--- config.mk ---
export PLATFORM = sky130hd
export DESIGN_NAME = operand_sequencer
export DESIGN_NICKNAME = d
export VERILOG_FILES = /design/src/rtl/operand_sequencer.sv
export SDC_FILE = /design/constraint.sdc
export NUM_CORES = 1
export LEC_CHECK = 0
export CAP_MARGIN = 10
export CELL_PAD_IN_SITES_DETAIL_PLACEMENT = 0
export CELL_PAD_IN_SITES_GLOBAL_PLACEMENT = 1
export CORE_ASPECT_RATIO = 1.25
export CORE_MARGIN = 5
export CORE_UTILIZATION = 48
export DETAILED_ROUTE_END_ITERATION = 7
export GPL_TIMING_DRIVEN = 0
export PLACE_DENSITY = 0.79
export SYNTH_ARGS = -nofsm -noshare
export SYNTH_HDL_FRONTEND = slang
export SYNTH_SLANG_ARGS = --single-unit
--- constraint.sdc ---
create_clock -name clk -period 3.25 [get_ports clk]
set_input_delay 0.65 -clock clk [delete_from_list [all_inputs] [get_ports clk]]
set_output_delay 0.65 -clock clk [all_outputs]
set_load 0.005 [all_outputs]
--- src/rtl/operand_sequencer.sv ---
// operand_sequencer: drives operands a/b/c of the downstream combinational unit
// from a small programmable table, holds each entry for hold+1 cycles and
// samples the unit's result on the last cycle of each step.
// Optional build macro OPSEQ_LOOP_EN: the sequence repeats until stop is seen.
module operand_sequencer #(
  parameter int DEPTH = 8,
  parameter int AW    = 3,
  parameter int HW    = 4
) (
  input  logic          clk,
  input  logic          reset,
  input  logic          wr_en,
  input  logic [AW-1:0] wr_addr,
  input  logic [3:0]    wr_a,
  input  logic [3:0]    wr_b,
  input  logic [3:0]    wr_c,
  input  logic [HW-1:0] wr_hold,
  input  logic [AW-1:0] last_idx,
  input  logic          start,
`ifdef OPSEQ_LOOP_EN
  input  logic          stop,
`endif
  input  logic [3:0]    y_in,
  output logic [3:0]    a,
  output logic [3:0]    b,
  output logic [3:0]    c,
  output logic [AW-1:0] step,
  output logic          busy,
  output logic          done,
  output logic [3:0]    res,
  output logic          res_valid,
  output logic [AW-1:0] res_step
);

  typedef enum logic [1:0] {IDLE, RUN, DONE} state_e;

  typedef struct packed {
    logic [3:0]    a;
    logic [3:0]    b;
    logic [3:0]    c;
    logic [HW-1:0] hold;
  } entry_t;

  entry_t          tbl_q [DEPTH];
  state_e          state_q, state_d;
  logic [AW-1:0]   step_q, step_d;
  logic [AW-1:0]   last_q, last_d;
  logic [HW-1:0]   cnt_q, cnt_d;
  logic [3:0]      a_q, a_d, b_q, b_d, c_q, c_d;
  logic [3:0]      res_q, res_d;
  logic [AW-1:0]   res_step_q, res_step_d;
  logic            res_valid_q, res_valid_d;
  logic            stop_seen;
  logic [AW-1:0]   load_idx;
  logic            load_en;
`ifdef OPSEQ_LOOP_EN
  logic            stop_q, stop_d;
`endif

  // Table write port; writes are only accepted outside RUN.
  // NOTE: the table is deliberately left out of reset so it maps onto plain
  // storage; its contents are undefined until software writes them.
  always_ff @(posedge clk) begin
    if (wr_en && state_q != RUN) begin
      tbl_q[wr_addr] <= '{a: wr_a, b: wr_b, c: wr_c, hold: wr_hold};
    end
  end

  // State and output registers with synchronous reset.
  // NOTE: sequential state uses non-blocking assignments so every register
  // samples the pre-edge values, independent of statement order.
  always_ff @(posedge clk) begin
    if (reset) begin
      state_q     <= IDLE;
      step_q      <= '0;
      last_q      <= '0;
      cnt_q       <= '0;
      a_q         <= '0;
      b_q         <= '0;
      c_q         <= '0;
      res_q       <= '0;
      res_step_q  <= '0;
      res_valid_q <= 1'b0;
`ifdef OPSEQ_LOOP_EN
      stop_q      <= 1'b0;
`endif
    end else begin
      state_q     <= state_d;
      step_q      <= step_d;
      last_q      <= last_d;
      cnt_q       <= cnt_d;
      a_q         <= a_d;
      b_q         <= b_d;
      c_q         <= c_d;
      res_q       <= res_d;
      res_step_q  <= res_step_d;
      res_valid_q <= res_valid_d;
`ifdef OPSEQ_LOOP_EN
      stop_q      <= stop_d;
`endif
    end
  end

`ifdef OPSEQ_LOOP_EN
  assign stop_seen = stop_q | stop;
`else
  assign stop_seen = 1'b1;
`endif

  // Next-state logic: step sequencing, hold countdown and result capture.
  // NOTE: every signal assigned here gets a default first, otherwise paths
  // that skip an assignment would infer latches.
  always_comb begin
    state_d     = state_q;
    step_d      = step_q;
    last_d      = last_q;
    cnt_d       = cnt_q;
    a_d         = a_q;
    b_d         = b_q;
    c_d         = c_q;
    res_d       = res_q;
    res_step_d  = res_step_q;
    res_valid_d = 1'b0;
    load_en     = 1'b0;
    load_idx    = '0;
`ifdef OPSEQ_LOOP_EN
    stop_d      = stop_q;
`endif
    case (state_q)
      IDLE: begin
        if (start) begin
          last_d  = last_idx;
          load_en = 1'b1;
          state_d = RUN;
`ifdef OPSEQ_LOOP_EN
          stop_d  = 1'b0;
`endif
        end
      end
      RUN: begin
`ifdef OPSEQ_LOOP_EN
        stop_d = stop_q | stop;
`endif
        if (cnt_q != '0) begin
          cnt_d = cnt_q - HW'(1);
        end else begin
          res_valid_d = 1'b1;
          res_d       = y_in;
          res_step_d  = step_q;
          if (step_q != last_q) begin
            load_en  = 1'b1;
            load_idx = step_q + AW'(1);
          end else if (stop_seen) begin
            state_d = DONE;
          end else begin
            load_en = 1'b1;   // wrap back to entry 0, stay in RUN
          end
        end
      end
      DONE: begin
        state_d = IDLE;
      end
      default: begin
        state_d = IDLE;
      end
    endcase
    if (load_en) begin
      step_d = load_idx;
      cnt_d  = tbl_q[load_idx].hold;
      a_d    = tbl_q[load_idx].a;
      b_d    = tbl_q[load_idx].b;
      c_d    = tbl_q[load_idx].c;
    end
  end

  assign a         = a_q;
  assign b         = b_q;
  assign c         = c_q;
  assign step      = step_q;
  assign busy      = (state_q == RUN);
  assign done      = (state_q == DONE);
  assign res       = res_q;
  assign res_valid = res_valid_q;
  assign res_step  = res_step_q;

endmodule
# --- Word-level counts from Yosys, hierarchy flattened ---
# Memories as Yosys holds them, arrays and structs flattened.
# Index checks and enable logic that the tools add are counted.
word_totals:
  word_cells: 49
  reg_bits: 32
  ramBits: 128
  n_memories: 1
classes:
  muxes: 17
  addsub: 2
  n_bitwise: 2
  eq_ne: 7
  reduce_logical: 10
mem_list:
  columns: ["name", "depth", "word_bits", "read_ports", "rd_clocked_by_memory_dff", "write_ports", "line_no", "source"]
  rows:
  - ["tbl_q", 8, 16, 1, 0, 1, "44", "entry_t tbl_q [DEPTH];"]
ops:
  columns: ["cell", "count"]
  rows:
  - ["$mux W4", 3]
  - ["$mux W3", 3]
  - ["$mux W1", 6]
  - ["$mux W2", 3]
  - ["$ne A2 B2 Y1 const B", 3]
  - ["$reduce_and A2 Y1", 3]
  - ["$pmux W2 S2", 1]
  - ["$reduce_bool A2 Y1", 2]
  - ["$reduce_bool A4 Y1", 1]
  - ["$sub A4 B1 Y4 const B", 1]
  - ["$add A3 B1 Y3 const B", 1]
  - ["$ne A3 B3 Y1", 1]
  - ["$reduce_and A3 Y1", 1]
  - ["$eq A2 B1 Y1 const B", 1]
  - ["$eq A2 B2 Y1 const B", 1]
  - ["$logic_not A2 Y1", 1]
  - ["$ne A2 B1 Y1 const B", 1]
  - ["$not A1 Y1", 2]
  - ["$pmux W1 S2", 1]
  - ["$reduce_or A2 Y1", 1]
  - ["$logic_and A1 B1 Y1", 1]

# --- Depth between registers and ports, before layout ---
logic_depth:
  word_depth: 6
  depth_mapped: 9
  ltp_nobuf: 7

# --- Worst setup path before layout ---
# Ideal clock, no wire load.
synth_path:
  kind: "register to register"
  start: "reg state_q[1]"
  end: "mem tbl_q[1][0] in the netlist's numbering, enable pin"
  arrival_time_ns: 2.012
  stages_incl_launch_ff: 5
  t_required_ns: 2.841
  path_slack_ns: 0.829
  path_cell_list: "dfxtp_1 -> nand2b_1 -> clkbuf_1 -> nand3_1 -> nor3_1"
synth_via:
  elab_chain_cells: 4
synth_rtl:
  columns: ["item", "line_no", "source"]
  rows:
  - ["from (decl)", "45", "state_e state_q, state_d;"]
  - ["from (signal assigned)", "88", "state_q <= state_d;"]
  - ["$ne A2 B1 Y1", "64", "if (wr_en && state_q != RUN) begin"]
  - ["$logic_and A1 B1 Y1", "64", null]
  - ["$mux W1", "64", null]
  - ["$mux W1 (not written as such)", "65", "tbl_q[wr_addr] <= '{a: wr_a, b: wr_b, c: wr_c, hold: wr_hold};"]
  - ["to (decl)", "44", null]
# Every way passes these cells.

# --- Final worst setup path ---
layout_path:
  start: "reg step_q[1], in the netlist step[1]"
  end: "reg a_q[0], in the netlist a[0] (read register of tbl_q)"
layout_via:
  elab_chain_cells: 5
  elab_cells_between_ends: 9
  cone_classes: "add/sub (1); eq/ne (1); mux (6); memory (1)"
layout_rtl:
  columns: ["item", "line_no", "source"]
  rows:
  - ["from (decl)", "46", "logic [AW-1:0] step_q, step_d;"]
  - ["from (signal assigned)", "89", "step_q <= step_d;"]
  - ["$add A3 B1 Y3 or $ne A3 B3 Y1 (tied branches)", "152, 150", null]
  - ["$mux W3", "150", "if (step_q != last_q) begin"]
  - ["$mux W3", "144", "if (cnt_q != '0) begin"]
  - ["$mux W3", "129", "case (state_q)"]
  - ["$mem_v2 Z8 W16", null, null]
  - ["to (decl)", "49", "logic [3:0] a_q, a_d, b_q, b_d, c_q, c_d;"]
# Parallel ways exist; a longest one is shown, timed or not.
# A chain may end at the register's enable or synchronous reset.

==> summary.txt <==
number of H-tree levels: 4
Place WS: 211 ps
worst min-delay path class: register to register
post-detail-place hpwl: 10,500 um
layout cells sized above 1: 0.147
Resized Gates After CTS: 0
number of I/O pins: 55
startpoint of the most critical register-to-register path: step[1]
biggest area contributors in the synthesized netlist: sky130_fd_sc_hd__edfxtp_1 (60%), sky130_fd_sc_hd__dfxtp_1 (9.9%), sky130_fd_sc_hd__mux2_2 (4.2%)
slew at the pin closest to its max-slew limit: 797 ps
Worst Path Arrival: 3350 ps
count of unresolved DRC violations after routing: 0
Switching Share: 0.238
Skew-Pair Late Insertion Delay: 420 ps
final worst hold slack: 453 ps
Multi-input gate area: 0.00184 sq mm
mean instance size in the synthesized netlist: 14.2 sq um
overall die height: 140 um
count of fill cells added during filler insertion: 1,057
postcts setup bufs: 0
share of the yosys chip area belonging to registers: 0.696
number of enable-type register cells in the synthesized netlist: 128
quantity of hold-fixing buffers added after cts: 0
Syn. warnings: 0
post-CTS clock slew at the launch and capture registers of the worst setup and hold paths: 60 ps
total routed wirelength: 16,000 um
count of TritonRoute iterations in the first routing pass: 5
die footprint: 0.0159 sq mm
worst relative slew slack: 0.466
most common cell in the synthesized netlist: sky130_fd_sc_hd__edfxtp_1
Worst Path Class, Setup: register to register
Root Buffer: sky130_fd_sc_hd__clkbuf_16
required time at the worst-slack endpoint: 3620 ps
cell area after synthesis: 0.00645 sq mm
internal power component: 3.62 mW
final critical-path share of the clock period: 0.918
First DRT Iteration DRCs: 277
vias: 4,260
combinational fraction of design power: 0.106
GRT overflow: 0
number of antenna diodes: 0
clock buffers created by TritonCTS: 17
# setup viols final: 0
final number of hold-violating endpoints: 0
RD Place Congestion: 0.774
number of antenna violations at the first check in global routing: 0
Lkg Pwr: 2.57 nW
area inside the core boundary: 0.0132 sq mm
number of buffers inserted by port buffering: 53
maximum clock frequency: 0.335 GHz
final setup skew: 9.52 ps
Final Worst Setup Slack: 266 ps
part of the total power dissipated in the clock network: 0.406
status: finished clean
number of storage elements in the synthesis netlist: 160
sequential cell area: 0.00448 sq mm
async set or reset register ratio after synthesis: 0
synthesis-to-layout area growth: 22.6%
global-route wire length before repair: 24,300 um
placement row count: 47
Nets: 566
GR Util All Layers: 0.206
PD cells: 602 mW/mm^2
vias in the first global route: 4,386
Cell variety after synth: 47
peak supply drop: 0.433 mV
Main synth FF type: sky130_fd_sc_hd__edfxtp_1
startpoint of the tightest hold check path: res[2]
number of max-slew violations in the final report: 0
Psw: 1.13 mW
type of destination of the critical path: register
clk sink count: 160
die width: 114 um
CTS tree: yes
effective utilization at floorplan: 0.487
Max-cap violations: 0
share of the synthesized area in the top cell type: 0.596
Final Total Pwr: 4.75 mW
most area-hungry cell type in the Yosys netlist: sky130_fd_sc_hd__edfxtp_1
post-synth net total: 486
Vias/cell: 5.94
largest net degree at the start of global routing: 17
number of antenna-violating nets in the routed design: 0
Longest Clk Path Bufs: 2
critical-path maximum fanout: 10
Final Critical Period: 2980 ps
number of standard cells after synthesis: 453
relative contribution of sequential cells to total power: 0.488
crit path launch: step[1]
setup repair after global routing missed its margin: no
DR WL/cell: 22.4 um
type of element launching the critical path: register
synth cell count leaders: sky130_fd_sc_hd__edfxtp_1 (128), sky130_fd_sc_hd__a21oi_1 (33), sky130_fd_sc_hd__dfxtp_1 (32)
## critical path: stages (launching register included)
cell	delay, ps
sky130_fd_sc_hd__dfxtp_1	370
sky130_fd_sc_hd__ha_1	290
sky130_fd_sc_hd__clkbuf_1	350
sky130_fd_sc_hd__nand2b_1	170
sky130_fd_sc_hd__clkbuf_1	310
sky130_fd_sc_hd__clkbuf_1	510
sky130_fd_sc_hd__a21oi_1	140
sky130_fd_sc_hd__a2111oi_0	630
sky130_fd_sc_hd__a211o_1	170
## through the flow
step	instance area, sq um	TNS [ps]	utilization	cells
after detailed placement	7330	0	0.554	685
after global placement	7190	-17220	0.543	677
after floorplan	6450	0	-	453
after global routing	7900	0	0.597	717
final	7900	0	0.597	717
after CTS	7900	0	0.597	717
## area by class of cell
| type | instances | area share |
|---|---|---|
| plain buffers | 32 | 0.0168 |
| clock buffers | 19 | 0.0548 |
| clock inverters | 13 | 0.0176 |
| inverters | 4 | 0.00190 |
| multi-input cells | 257 | 0.233 |
| flip-flops and latches | 160 | 0.568 |
| well taps | 171 | 0.0271 |
| repair buffers | 61 | 0.0814 |
## state kept, by name (all words and copies together), names as in the netlist
signal     flops
a              4
b              4
c              4
cnt_q          4
last_q         3
res            4
res_step       3
res_valid      1
state_q        2
step           3
tbl_q        128
## final timing paths
| path | end | slack (ps) | depth (start not counted) |
|---|---|---|---|
| setup / recovery | a[0] | 270 | 8 |
| hold reg to reg | res[2] | 450 | 2 |
| setup reg to reg | a[0] | 270 | 8 |
| hold / removal | res[2] | 450 | 2 |
## layout by cell type (no fill, tap or decap), types with 3 or more instances in the layout
cell,n
sky130_fd_sc_hd__inv_1,4
sky130_fd_sc_hd__mux4_2,3
sky130_fd_sc_hd__buf_2,3
sky130_fd_sc_hd__o21ai_0,26
sky130_fd_sc_hd__a2111oi_0,13
sky130_fd_sc_hd__a211oi_1,12
sky130_fd_sc_hd__edfxtp_1,128
sky130_fd_sc_hd__clkinv_4,3
sky130_fd_sc_hd__xnor2_1,5
sky130_fd_sc_hd__buf_8,6
sky130_fd_sc_hd__a21oi_1,33
sky130_fd_sc_hd__clkbuf_16,17
sky130_fd_sc_hd__o211ai_1,3
sky130_fd_sc_hd__nor3_1,5
sky130_fd_sc_hd__mux2i_1,8
sky130_fd_sc_hd__clkdlybuf4s50_1,53
sky130_fd_sc_hd__nand2b_1,4
sky130_fd_sc_hd__ha_1,3
sky130_fd_sc_hd__dfxtp_1,32
sky130_fd_sc_hd__mux2_2,24
sky130_fd_sc_hd__clkbuf_1,26
sky130_fd_sc_hd__clkinvlp_4,3
sky130_fd_sc_hd__a311oi_1,4
sky130_fd_sc_hd__nand2_1,20
sky130_fd_sc_hd__nor2_2,6
sky130_fd_sc_hd__nor2_1,19
sky130_fd_sc_hd__nand3b_1,26
sky130_fd_sc_hd__a211o_1,11
## logic make-up after synthesis
logic type	count (synthesis)	synth area share
XOR/XNOR	5	0.00679
AND/OR/NAND/NOR	98	0.0823
adder cells (fa/ha/maj)	3	0.00582
buffers and inverters	36	0.0227
flip-flops	160	0.696
multiplexers	35	0.0648
AO/OA/AOI/OAI	116	0.122
## layer usage
layer | global-route usage | part of all wire | vias up
met5 | 0 | 0 | -
met3 | 0.0478 | 0.067 | 32
met1 | 0.231 | 0.38 | 2110
li1 | - | - | 1921
met2 | 0.380 | 0.53 | 197
met4 | 0.0639 | 0.022 | 0
## power groups by stage
stage	sequential [mW]	combinational (mW)	clock, mW
3_3_place_gp	2.36	0.478	0
5_1_grt	2.33	0.544	2.02
2_1_floorplan	2.36	0.268	0
4_1_cts	2.32	0.503	1.94
6_report	2.32	0.502	1.93
3_5_place_dp	2.36	0.499	0
Power figures use the tool's default switching activity.
==> variant (same settings) <==
The parameter `HW` goes from 4 to 5.
--- a/src/rtl/operand_sequencer.sv
+++ b/src/rtl/operand_sequencer.sv
@@ -5,7 +5,7 @@
 module operand_sequencer #(
   parameter int DEPTH = 8,
   parameter int AW    = 3,
-  parameter int HW    = 4
+  parameter int HW    = 5
 ) (
   input  logic          clk,
   input  logic          reset,
Interface: changed (resized wr_hold); port bits go from 55 to 56. The function was not compared with the original's and may differ.
==> variant against the unedited design <==
  * Count of clock-buffer cells in the layout increased by 2
  * Cell area increased by 2.2%
  * Die area increased by 2.2%
  * Highest routed layer unchanged
  * Wire length decreased by 0.99%
  * Sequential cell count increased by 9
  * Total power decreased by 1.4%
  * Worst setup slack improved by 40 ps
  * Core utilization decreased by 0.49 points
  * Synthesized cell count increased by 3.1%
  * Synthesized area increased by 2.4%
==> variant: results (changes against the unedited design) <==
| Metric | Value |
|---|---|
| EDFF count, synth | 136 (+6.3%) |
| DRT iter0 DRCs | 275 (-0.72%) |
| Final Net Count | 584 (+3.2%) |
| Yosys cell types | 52 (+11%) |
| Mapped Nets | 501 (+3.1%) |
| Total GRT Usage | 20.6% (about the same) |
| Crit path DAT | 3230 ps (-120 ps) |
| Pre-CTS setup slack | 204 ps (-6.88 ps) |
| Peak supply drop | 0.326 mV (-25%) |
| Cell internal pwr | 3.58 mW (-1.0%) |
| GPL Wtd Cong | 0.795 (+2.7%) |
| Mux cell area share after synthesis | 5.31% (-1.2 points) |
| Vias in the first global route | 4,448 (+1.4%) |
| Outcome | complete, no violations |
| Register area share after synthesis | 71.9% (+2.3 points) |
| Post-synth top cells | edfxtp_1 (136), nand2_1 (50), dfxtp_1 (33) |
| Routed WL | 15,900 µm (-0.99%) |
| Post-synthesis adder-cell area fraction | 0.569% (-0.014 points) |
| Layout cells sized above 1 | 11.9% (-2.8 points) |
| First-pass GRT wire length | 24,700 µm (+1.5%) |
| M1 GR Usage | 24.5% (+1.4 points) |
| Worst-Margin Slew | 971 ps (+174 ps) |
| Vias post-DR | 4,262 (+0.047%) |
| Routing usage on met3 | 4.47% (-0.31 points) |
| M2 GR Usage | 36.4% (-1.6 points) |
[variant: cell count changes after synthesis, sizes merged, moves of 6 or more]
| cell | change |
|---|---|
| a211o | -6 |
| mux2i | +18 |
| nand3b | -25 |
| a21oi | -11 |
| clkbuf | -7 |
| o221ai | +6 |
| a2111oi | -12 |
| o22ai | +11 |
| mux2 | -16 |
| edfxtp | +8 |
| nand2 | +30 |
[variant: cell type report]
class	count	area (µm²)
tap	175	219
inverter	5	18.8
multi-input combinational	269	1770
clock inverter	11	77.6
clock buffer	21	440
fill	1063	5560
buffer	24	108
sequential	169	4740
timing repair buffer	64	701
[variant: what timing repair did]
item	4_1_cts	5_1_grt
endpoints found under the setup margin	0	4
resized for setup	0	1
buffers inserted	0	0
[variant: cells by family (layout without fill, tap and decap cells)]
| family | after synthesis | after routing |
|---|---|---|
| xor gates and xnor gates | 7 | 7 |
| DFF | 169 | 169 |
| buffers and inverters | 29 | 125 |
| adders and majority gates | 3 | 3 |
| AOI/OAI and AO/OA | 113 | 113 |
| and+or+nand+nor | 112 | 112 |
| muxes | 34 | 34 |
[variant: layer usage]
layer / vias to the layer above / part of all wire [%]
met5: - / 0
met1: 2106 / 40
met4: 0 / 1.8
met2: 158 / 53
li1: 1974 / -
met3: 24 / 5.4
[variant: worst max-delay path: stages (launching register included)]
cell      delay [ps]
dfxtp_1          340
inv_1             90
ha_1             200
or4b_4           510
a311oi_1         440
buf_2            350
nand2_1          370
o22ai_1          280
o211a_1          180
nor3_1            40
[variant: metrics by stage]
step	hold slack, ps	cell area [µm²]	utilization (%)	instances
2_1_floorplan	449	6600	-	467
3_3_place_gp	441	7360	54.0	696
3_5_place_dp	449	7550	55.4	706
4_1_cts	457	8070	59.2	738
5_1_grt	478	8070	59.2	738
6_report	457	8070	59.2	738
[variant: power groups by stage]
| stage | logic [mW] | clock network (mW) | registers (mW) |
|---|---|---|---|
| 2_1_floorplan | 0.247 | 0 | 2.49 |
| 3_3_place_gp | 0.438 | 0 | 2.49 |
| 3_5_place_dp | 0.468 | 0 | 2.50 |
| 4_1_cts | 0.470 | 1.79 | 2.45 |
| 5_1_grt | 0.512 | 1.90 | 2.46 |
| 6_report | 0.468 | 1.77 | 2.45 |
[variant: path summary, 6_finish.rpt]
check,startpoint,end,slack [ps],cells after the start
max reg2reg,cnt_q[0],cnt_q[3],310,9
min,res_step[2],res_step[2],460,2
max,cnt_q[0],cnt_q[3],310,9
min reg2reg,res_step[2],res_step[2],460,2
